===== src/rtl/coin_acceptor_if.sv =====
// coin_acceptor_if: coin sensor, enable, vend/refund request and status bundle
interface coin_acceptor_if #(parameter int CREDIT_W = 9);
  logic [3:0]          coin_in;
  logic                enable;
  logic                vend_req;
  logic [CREDIT_W-1:0] vend_price;
  logic                refund_req;
  logic [CREDIT_W-1:0] credit;
  logic                coin_rej;
  logic                vend_ok;
  logic                vend_fail;
  logic                refund_valid;
  logic [CREDIT_W-1:0] refund_amt;
  logic                busy;
  modport master (
    output coin_in, enable, vend_req, vend_price, refund_req,
    input  credit, coin_rej, vend_ok, vend_fail, refund_valid, refund_amt, busy
  );
  modport slave (
    input  coin_in, enable, vend_req, vend_price, refund_req,
    output credit, coin_rej, vend_ok, vend_fail, refund_valid, refund_amt, busy
  );
endinterface


===== src/rtl/coin_acceptor.sv =====
// coin_acceptor: synchronised coin detection, saturating credit, vend and refund service
module coin_acceptor #(
  parameter int CREDIT_W   = 9,
  parameter int MAX_CREDIT = 300,
  parameter int VAL0       = 10,
  parameter int VAL1       = 20,
  parameter int VAL2       = 50,
  parameter int VAL3       = 100
) (
  input logic clk,
  input logic rst,
  coin_acceptor_if.slave bus
);
  typedef enum logic [1:0] {IDLE, VEND, REFUND} state_t;
  localparam logic [CREDIT_W:0] V0   = (CREDIT_W+1)'(VAL0);
  localparam logic [CREDIT_W:0] V1   = (CREDIT_W+1)'(VAL1);
  localparam logic [CREDIT_W:0] V2   = (CREDIT_W+1)'(VAL2);
  localparam logic [CREDIT_W:0] V3   = (CREDIT_W+1)'(VAL3);
  localparam logic [CREDIT_W:0] VMAX = (CREDIT_W+1)'(MAX_CREDIT);
  state_t state_q, state_d;
  logic [3:0] sync1_q, sync2_q, dly_q, edge_w;
  logic [CREDIT_W-1:0] credit_q, credit_d, price_q, price_d, refund_amt_q, refund_amt_d;
  logic coin_rej_q, coin_rej_d, vend_ok_q, vend_ok_d, vend_fail_q, vend_fail_d;
  logic refund_valid_q, refund_valid_d;
  logic multi, coin_ok;
  logic [CREDIT_W:0] coin_val, sum;
  assign edge_w   = sync2_q & ~dly_q;
  assign multi    = (edge_w & (edge_w - 4'd1)) != 4'd0;
  assign coin_val = edge_w[0] ? V0 : edge_w[1] ? V1 : edge_w[2] ? V2 : edge_w[3] ? V3 : '0;
  // Sum one bit wider than credit so the saturation test cannot wrap
  assign sum      = {1'b0, credit_q} + coin_val;
  assign coin_ok  = |edge_w && !multi && bus.enable && state_q == IDLE && sum <= VMAX;
  assign coin_rej_d = |edge_w && !coin_ok;
  always_comb begin
    state_d        = state_q;
    credit_d       = coin_ok ? sum[CREDIT_W-1:0] : credit_q;
    price_d        = price_q;
    vend_ok_d      = 1'b0;
    vend_fail_d    = 1'b0;
    refund_valid_d = 1'b0;
    refund_amt_d   = refund_amt_q;
    unique case (state_q)
      IDLE: begin
        if (bus.refund_req) state_d = REFUND;
        else if (bus.vend_req) begin
          state_d = VEND;
          price_d = bus.vend_price;
        end
      end
      VEND: begin
        state_d = IDLE;
        if (credit_q >= price_q) begin
          credit_d  = credit_q - price_q;
          vend_ok_d = 1'b1;
        end else vend_fail_d = 1'b1;
      end
      REFUND: begin
        state_d        = IDLE;
        refund_amt_d   = credit_q;
        refund_valid_d = 1'b1;
        credit_d       = '0;
      end
      default: state_d = IDLE;
    endcase
  end
  // Sensor flops reset high so a coin held through reset is not counted
  always_ff @(posedge clk or posedge rst) begin
    if (rst) begin
      sync1_q        <= '1;
      sync2_q        <= '1;
      dly_q          <= '1;
      state_q        <= IDLE;
      credit_q       <= '0;
      price_q        <= '0;
      refund_amt_q   <= '0;
      coin_rej_q     <= 1'b0;
      vend_ok_q      <= 1'b0;
      vend_fail_q    <= 1'b0;
      refund_valid_q <= 1'b0;
    end else begin
      sync1_q        <= bus.coin_in;
      sync2_q        <= sync1_q;
      dly_q          <= sync2_q;
      state_q        <= state_d;
      credit_q       <= credit_d;
      price_q        <= price_d;
      refund_amt_q   <= refund_amt_d;
      coin_rej_q     <= coin_rej_d;
      vend_ok_q      <= vend_ok_d;
      vend_fail_q    <= vend_fail_d;
      refund_valid_q <= refund_valid_d;
    end
  end
  assign bus.credit       = credit_q;
  assign bus.coin_rej     = coin_rej_q;
  assign bus.vend_ok      = vend_ok_q;
  assign bus.vend_fail    = vend_fail_q;
  assign bus.refund_valid = refund_valid_q;
  assign bus.refund_amt   = refund_amt_q;
  assign bus.busy         = state_q != IDLE;
endmodule


===== src/flat_wrapper.sv =====
// flat-port wrapper written by rule: the top's interface ports become plain ports
module coin_acceptor_flat 
#(
  parameter int CREDIT_W   = 9,
  parameter int MAX_CREDIT = 300,
  parameter int VAL0       = 10,
  parameter int VAL1       = 20,
  parameter int VAL2       = 50,
  parameter int VAL3       = 100
)
  (clk, rst, bus_coin_in, bus_enable, bus_vend_req, bus_vend_price, bus_refund_req, bus_credit, bus_coin_rej, bus_vend_ok, bus_vend_fail, bus_refund_valid, bus_refund_amt, bus_busy);
  coin_acceptor_if #(.CREDIT_W(CREDIT_W)) bus_i ();
  input logic clk;
  input logic rst;
  input wire logic [$bits(bus_i.coin_in)-1:0] bus_coin_in;
  input wire logic [$bits(bus_i.enable)-1:0] bus_enable;
  input wire logic [$bits(bus_i.vend_req)-1:0] bus_vend_req;
  input wire logic [$bits(bus_i.vend_price)-1:0] bus_vend_price;
  input wire logic [$bits(bus_i.refund_req)-1:0] bus_refund_req;
  output wire logic [$bits(bus_i.credit)-1:0] bus_credit;
  output wire logic [$bits(bus_i.coin_rej)-1:0] bus_coin_rej;
  output wire logic [$bits(bus_i.vend_ok)-1:0] bus_vend_ok;
  output wire logic [$bits(bus_i.vend_fail)-1:0] bus_vend_fail;
  output wire logic [$bits(bus_i.refund_valid)-1:0] bus_refund_valid;
  output wire logic [$bits(bus_i.refund_amt)-1:0] bus_refund_amt;
  output wire logic [$bits(bus_i.busy)-1:0] bus_busy;
  assign bus_i.coin_in = bus_coin_in;
  assign bus_i.enable = bus_enable;
  assign bus_i.vend_req = bus_vend_req;
  assign bus_i.vend_price = bus_vend_price;
  assign bus_i.refund_req = bus_refund_req;
  assign bus_credit = bus_i.credit;
  assign bus_coin_rej = bus_i.coin_rej;
  assign bus_vend_ok = bus_i.vend_ok;
  assign bus_vend_fail = bus_i.vend_fail;
  assign bus_refund_valid = bus_i.refund_valid;
  assign bus_refund_amt = bus_i.refund_amt;
  assign bus_busy = bus_i.busy;
  coin_acceptor #(.CREDIT_W(CREDIT_W), .MAX_CREDIT(MAX_CREDIT), .VAL0(VAL0), .VAL1(VAL1), .VAL2(VAL2), .VAL3(VAL3)) u_core (.clk(clk), .rst(rst), .bus(bus_i));
endmodule

===== config.mk =====
export PLATFORM = sky130hd
export DESIGN_NAME = coin_acceptor_flat
export DESIGN_NICKNAME = d
export VERILOG_FILES = /design/src/rtl/coin_acceptor_if.sv /design/src/rtl/coin_acceptor.sv /design/src/flat_wrapper.sv
export SDC_FILE = /design/constraint.sdc
export NUM_CORES = 1
export LEC_CHECK = 0
export CAP_MARGIN = 20
export CELL_PAD_IN_SITES_DETAIL_PLACEMENT = 1
export CELL_PAD_IN_SITES_GLOBAL_PLACEMENT = 1
export CORE_MARGIN = 4
export CORE_UTILIZATION = 42
export DETAILED_ROUTE_END_ITERATION = 8
export GPL_ROUTABILITY_DRIVEN = 0
export HOLD_SLACK_MARGIN = 0.08
export PLACE_DENSITY = 0.8
export SETUP_SLACK_MARGIN = 0.05
export SLEW_MARGIN = 0
export SYNTH_ARGS = -nofsm -noshare
export SYNTH_HDL_FRONTEND = slang
export SYNTH_SLANG_ARGS = --single-unit

===== constraint.sdc =====
create_clock -name clk -period 3.3 [get_ports clk]
set_input_delay 0.66 -clock clk [delete_from_list [all_inputs] [get_ports clk]]
set_output_delay 0.66 -clock clk [all_outputs]
set_load 0.02 [all_outputs]

======== Word-level counts from Yosys, hierarchy flattened ========
Index checks and enable logic that the tools add are counted.
operators by class
  $lt $le $gt $ge ......................... 2
  bitwise gates (word level) .............. 4
  equality and inequality tests ........... 3
  $add $sub $neg .......................... 3
  multiplexer cells ....................... 15
  reductions and logical operators ........ 12
operators with widths
  operator                                                                           number
  10-bit two-way mux                                                                 3
  9-bit two-way mux                                                                  2
  9-bit one-hot mux with 2 select lines                                              1
  9-bit by 10-bit adder with 10-bit output                                           1
  10-bit by 9-bit less-or-equal comparator with 1-bit output, second input constant  1
  9-bit >= comparator                                                                1
  9-bit subtractor                                                                   1
  4-bit bitwise AND                                                                  2
  7-bit two-way mux                                                                  1
  2-bit two-way mux                                                                  3
  1-bit logical AND                                                                  5
  1-bit two-way mux                                                                  5
  4-bit NOT                                                                          1
  4-bit nonzero test                                                                 1
  4-bit OR reduction                                                                 1
  4-bit by 1-bit subtractor with 4-bit output, second input constant                 1
  3-bit inequality test, second input constant                                       1
  3-bit AND reduction                                                                1
  2-bit by 1-bit == test with 1-bit output, second input constant                    1
  2-bit == test, second input constant                                               1
  1-bit logical NOT                                                                  2
  2-bit logical NOT                                                                  1
  2-bit nonzero test                                                                 1
  1-bit NOT                                                                          1
word-level totals
  output and inout port bits .............. 23
  bits of input ports ..................... 18
  register bits ........................... 45

======== Longest topological paths before layout ========
  depth after elaboration ................. 13
  depth in mapped cells ................... 13

======== Worst setup path after synthesis ========
OpenSTA, ideal clock, no wires.
  path type ............................... register to register
  from .................................... reg u_core.sync2_q[2]
  to ...................................... reg u_core.credit_q[3] (netlist: u_core.bus.credit[3])
  arrival time ............................ 2.662 ns
  cell stages (with the launch flop) ...... 13
  slack ................................... 0.503 ns
  path buffers ............................ 0
  cell sequence ........................... dfstp_2 -> and2b_1 -> nor2_1 -> o21ai_0 -> inv_1 -> ha_1 -> a21oi_2 -> o2111ai_1 -> xnor2_1 -> o211ai_2 -> a21oi_4 -> mux2i_1 -> o22ai_1
between the ends
  cells in the longest elaborated chain, start to end .. 12
  elaborated cells on any way between the ends .. 18
ends and longest elaborated chain
  element                                                                           RTL line             source
  from (decl)                                                                       coin_acceptor.sv:21  logic [3:0] sync1_q, sync2_q, dly_q, edge_w;
  from (signal assigned)                                                            coin_acceptor.sv:82  sync2_q <= sync1_q;
  4-bit bitwise AND *                                                               coin_acceptor.sv:27  assign edge_w = sync2_q & ~dly_q;
  branches (longest 8 deep; another with 9-bit by 10-bit adder with 10-bit output)  -
  9-bit two-way mux *                                                               coin_acceptor.sv:36  credit_d = coin_ok ? sum[CREDIT_W-1:0] : credit_q;
  9-bit two-way mux                                                                 coin_acceptor.sv:52  if (credit_q >= price_q) begin
  9-bit one-hot mux with 2 select lines *                                           coin_acceptor.sv:42  unique case (state_q)
  via u_core.credit_d[3]                                                            coin_acceptor.sv:22  logic [CREDIT_W-1:0] credit_q, credit_d, price_q, price_d, refund_amt_q, refund_amt_d;
  to (signal assigned)                                                              coin_acceptor.sv:85  credit_q <= credit_d;
  to (decl)                                                                         coin_acceptor.sv:22
Mark *: on every way through the listed nets, which the timed path passes.
A chain may end at the register's enable or synchronous reset.

======== Worst setup path after layout ========
  from .................................... reg u_core.sync2_q[2]
  to ...................................... reg u_core.credit_q[4] (netlist: u_core.bus.credit[4])
The elaborated chain is that of the path after synthesis.

==> results.tsv <==
stage	metric	value	unit
finish	insertedDiodeCount	0	
power	power.ir.vdd_worst	0.000312	V
sta	post-route-period-util	0.935	
clock_tree	clkLatencyLatePin	0.30	ns
sta	tightest_slew	0.943	ns
grt	grtUsageTotal	0.179	
placed_design	post_dp_area	3150	um2
clock_tree	cts_tree	built	
clock_tree	cts.path.max_buffers	2	
finish	final_layout_size_suffix_gt1_frac	0.230	
synthesis	synth_sequential_area_ratio	0.427	
worst_setup_path	crit_required	3.47	ns
synthesis	postSynthCellCount	248	
finish	postLayoutCellArea	3300	um2
placed_design	io_buffer_count	40	
worst_setup_path	timing.rr.start	u_core.sync2_q[2]	
finish	fillCellCount	687	
sta	clock-skew-final	0.00685	ns
outcome	status	completed	
worst_setup_path	critical_path.reg2reg.endpoint	u_core.bus.credit[4]	
worst_setup_path	regToRegSetupSlack	0.21	ns
clock_tree	num_cts_buffers	5	
floorplan	initial_util	0.441	
worst_setup_path	wp_data_arrival	3.25	ns
worst_setup_path	crit_path_end_kind	register	
synthesis	postSynthRegisterBits	45	
drt	drt_iter0_drc	73	
clock_tree	clock_pin_slew_on_the_worst_setup_and_hold_paths	0.09	ns
hold_path	instance_count_along_the_most_critical_hold_path	0	
grt	grt_pass1_vias	2059	
power	power_per_cell_area	672	nW/um2
grt	grt_max_degree	46	
synthesis	yosysUniqueCellTypes	60	
sta	hold-worst-slack	0.360	ns
synthesis	synthesis.yosys.warnings	0	
sta	totalNegativeSetupSlack	0	ns
floorplan	floorplan.die_area	7710	um2
drt	detail_route.drc_violations	0	
sta	grt_setup_unrepaired	no	
finish	area_delta_synth_final	23.4	%
clock_tree	cts_root_buf	sky130_fd_sc_hd__clkbuf_8	
synthesis	synthFlopType	sky130_fd_sc_hd__dfrtp_1	
grt	antenna_found_initial	0	
sta	timing.final.max_slew_violations	0	
grt	grt_first_pass_wirelength	10600	um
drt	detail_route.wl_per_cell	17.4	um
drt	total_iterations_of_the_first_detailed_routing_run	4	
drt	num_vias	2022	
placed_design	place.detailed.hpwl	4890	um
floorplan	floorplan.die.height	87.8	um
synthesis	synth.net_count	286	
finish	nNetsFinal	333	
floorplan	die_width	87.8	um
worst_setup_path	critPathMaxFanout	7	
drt	routed_via_density	5.45	
drt	antenna_left	0	
hold_path	min_to	u_core.sync2_q[2]	
clock_tree	cts_max_level	2	
floorplan	core_region_area	6060	um2
synthesis	syn-mean-instance-area	10.8	um2
clock_tree	cts.sink_count	45	
worst_setup_path	path_class	reg -> reg	
hold_path	hold_class	reg -> reg	
synthesis	mappedNetlistArea	2670	um2
floorplan	num_io_pins	41	
drt	total_routed_length	6450	um
hold_path	hp-start	u_core.sync1_q[2]	
grt	overflow	0	
synthesis	synthArstFlopShare	1.00	
power	p_leak	1.41	nW
sta	relSlewSlack	0.370	
run	max_cap_violations	0	
sta	report.final.setup_viol	0	
sta	report.final.hold_viol_count	0	
floorplan	placement_rows	28	
worst_setup_path	critical_path.startpoint_type	register	
sta	max_freq	324	MHz
worst_setup_path	reg2regPathDepth	13	
finish	final_util	0.544	
sta	post-route-min-period	3.09	ns
synthesis	number_of_enable_flip_flop_cells_after_synthesis	0	
cell usage in the layout (no fill, tap or decap), drive strengths merged, types with 3 or more instances in the layout:
master         instances
clkbuf                 5
and2                   4
o211ai                 5
o22ai                  7
a21oi                 13
xnor2                  6
dfstp                 12
a211oi                 3
nor2                  11
nand2b                 9
o21ai                  9
clkdlybuf4s50         40
mux2                  18
mux2i                  5
ha                    18
dfrtp                 33
nor2b                  7
nor3                   4
buf                    5
inv                   29
xor2                   5
nand2                  7
nand3                  4
cell type report:
class	instances	area [um2]	area share
sequential	45	1140	0.346
multi-input combinational	170	1430	0.432
timing repair buffer	45	438	0.133
clock buffer	5	68.8	0.0209
clock inverter	3	26.3	0.00796
inverter	28	105	0.0319
tap	75	93.8	0.0284
flip-flops by register name, summed over array words and instances, names as in the netlist, 2 cells and up:
register / cells
u_core.state_q: 2
u_core.bus.refund_amt: 9
u_core.price_q: 9
u_core.bus.credit: 9
u_core.sync2_q: 4
u_core.dly_q: 4
u_core.sync1_q: 4
power breakdown:
group,switching (W),leakage [nW],internal (W)
registers,0.000106,0.557,0.000667
clock network,0.000211,0.0487,0.000155
logic,0.000570,0.806,0.000507
worst max-delay path, cell delays in order (launching register included):
cell                       delay [ns]
sky130_fd_sc_hd__dfstp_2         0.55
sky130_fd_sc_hd__and2b_2         0.19
sky130_fd_sc_hd__nand2_1         0.09
sky130_fd_sc_hd__nand2_1         0.08
sky130_fd_sc_hd__ha_1            0.19
sky130_fd_sc_hd__inv_1           0.07
sky130_fd_sc_hd__fa_1            0.41
sky130_fd_sc_hd__nand2b_2        0.24
sky130_fd_sc_hd__a21oi_2         0.19
sky130_fd_sc_hd__xnor2_2         0.16
sky130_fd_sc_hd__o211ai_2        0.16
sky130_fd_sc_hd__a21oi_4         0.32
sky130_fd_sc_hd__mux2i_1         0.23
sky130_fd_sc_hd__o22ai_1         0.10
per-layer routing:
metal  part of all wire  vias up  global-route usage
met1               0.48     1015               0.253
met5                  0        -                   0
li1                   -      969                   -
met2               0.47       31               0.283
met3              0.040        7              0.0339
met4              0.013        0              0.0418
stage by stage:
step	total power, W	std cells	setup WS (ns)
floorplan	0.00149	248	0.503
global placement	0.00180	360	0.217
detailed placement	0.00184	360	0.0730
CTS	0.00222	368	0.151
global route	0.00239	371	0.0371
finish	0.00222	371	0.215
cells in the mapped netlist, types with 4 or more instances:
| master | number | area (um2) |
|---|---|---|
| sky130_fd_sc_hd__mux2_2 | 18 | 203 |
| sky130_fd_sc_hd__ha_1 | 18 | 225 |
| sky130_fd_sc_hd__mux2i_1 | 5 | 50.1 |
| sky130_fd_sc_hd__nor2_1 | 11 | 41.3 |
| sky130_fd_sc_hd__nor2b_1 | 6 | 37.5 |
| sky130_fd_sc_hd__o21ai_0 | 6 | 30.0 |
| sky130_fd_sc_hd__xor2_1 | 5 | 43.8 |
| sky130_fd_sc_hd__a21oi_1 | 10 | 50.1 |
| sky130_fd_sc_hd__o22ai_1 | 7 | 43.8 |
| sky130_fd_sc_hd__nand2b_1 | 8 | 50.1 |
| sky130_fd_sc_hd__nand2_1 | 7 | 26.3 |
| sky130_fd_sc_hd__inv_1 | 27 | 101 |
| sky130_fd_sc_hd__xnor2_1 | 6 | 52.6 |
| sky130_fd_sc_hd__nand3_1 | 4 | 20.0 |
| sky130_fd_sc_hd__dfrtp_1 | 33 | 826 |
| sky130_fd_sc_hd__dfstp_2 | 12 | 315 |
how the worst max path moves through the flow:
| stage | cells past startpoint | endpoint | start |
|---|---|---|---|
| 2_1_floorplan | 12 | u_core.bus.credit[3] | u_core.sync2_q[2] |
| 3_3_place_gp | 12 | u_core.bus.credit[5] | u_core.sync2_q[2] |
| 3_5_place_dp | 12 | u_core.bus.credit[2] | u_core.sync2_q[2] |
| 4_1_cts | 13 | u_core.bus.credit[2] | u_core.sync2_q[2] |
| 5_1_grt | 13 | u_core.bus.credit[3] | u_core.sync2_q[3] |
| 6_report | 13 | u_core.bus.credit[4] | u_core.sync2_q[2] |
what timing repair did:
item	4_1_cts	5_1_grt
hold endpoints to repair	0	0
gates cloned	0	0
hold buffers	0	0
resized for setup	1	8
pin swaps	0	4
setup buffers	0	3
setup endpoints to repair	2	5
logic make-up after synthesis:
| family | Yosys count | share of synthesized area |
|---|---|---|
| AO/OA/AOI/OAI | 59 | 0.168 |
| AND/OR/NAND/NOR | 57 | 0.124 |
| flip-flops | 45 | 0.427 |
| buffers and inverters | 33 | 0.0519 |
| multiplexers | 23 | 0.0945 |
| adder cells (fa/ha/maj) | 20 | 0.0992 |
| XOR/XNOR | 11 | 0.0360 |
(Power assumes the default switching activity.)
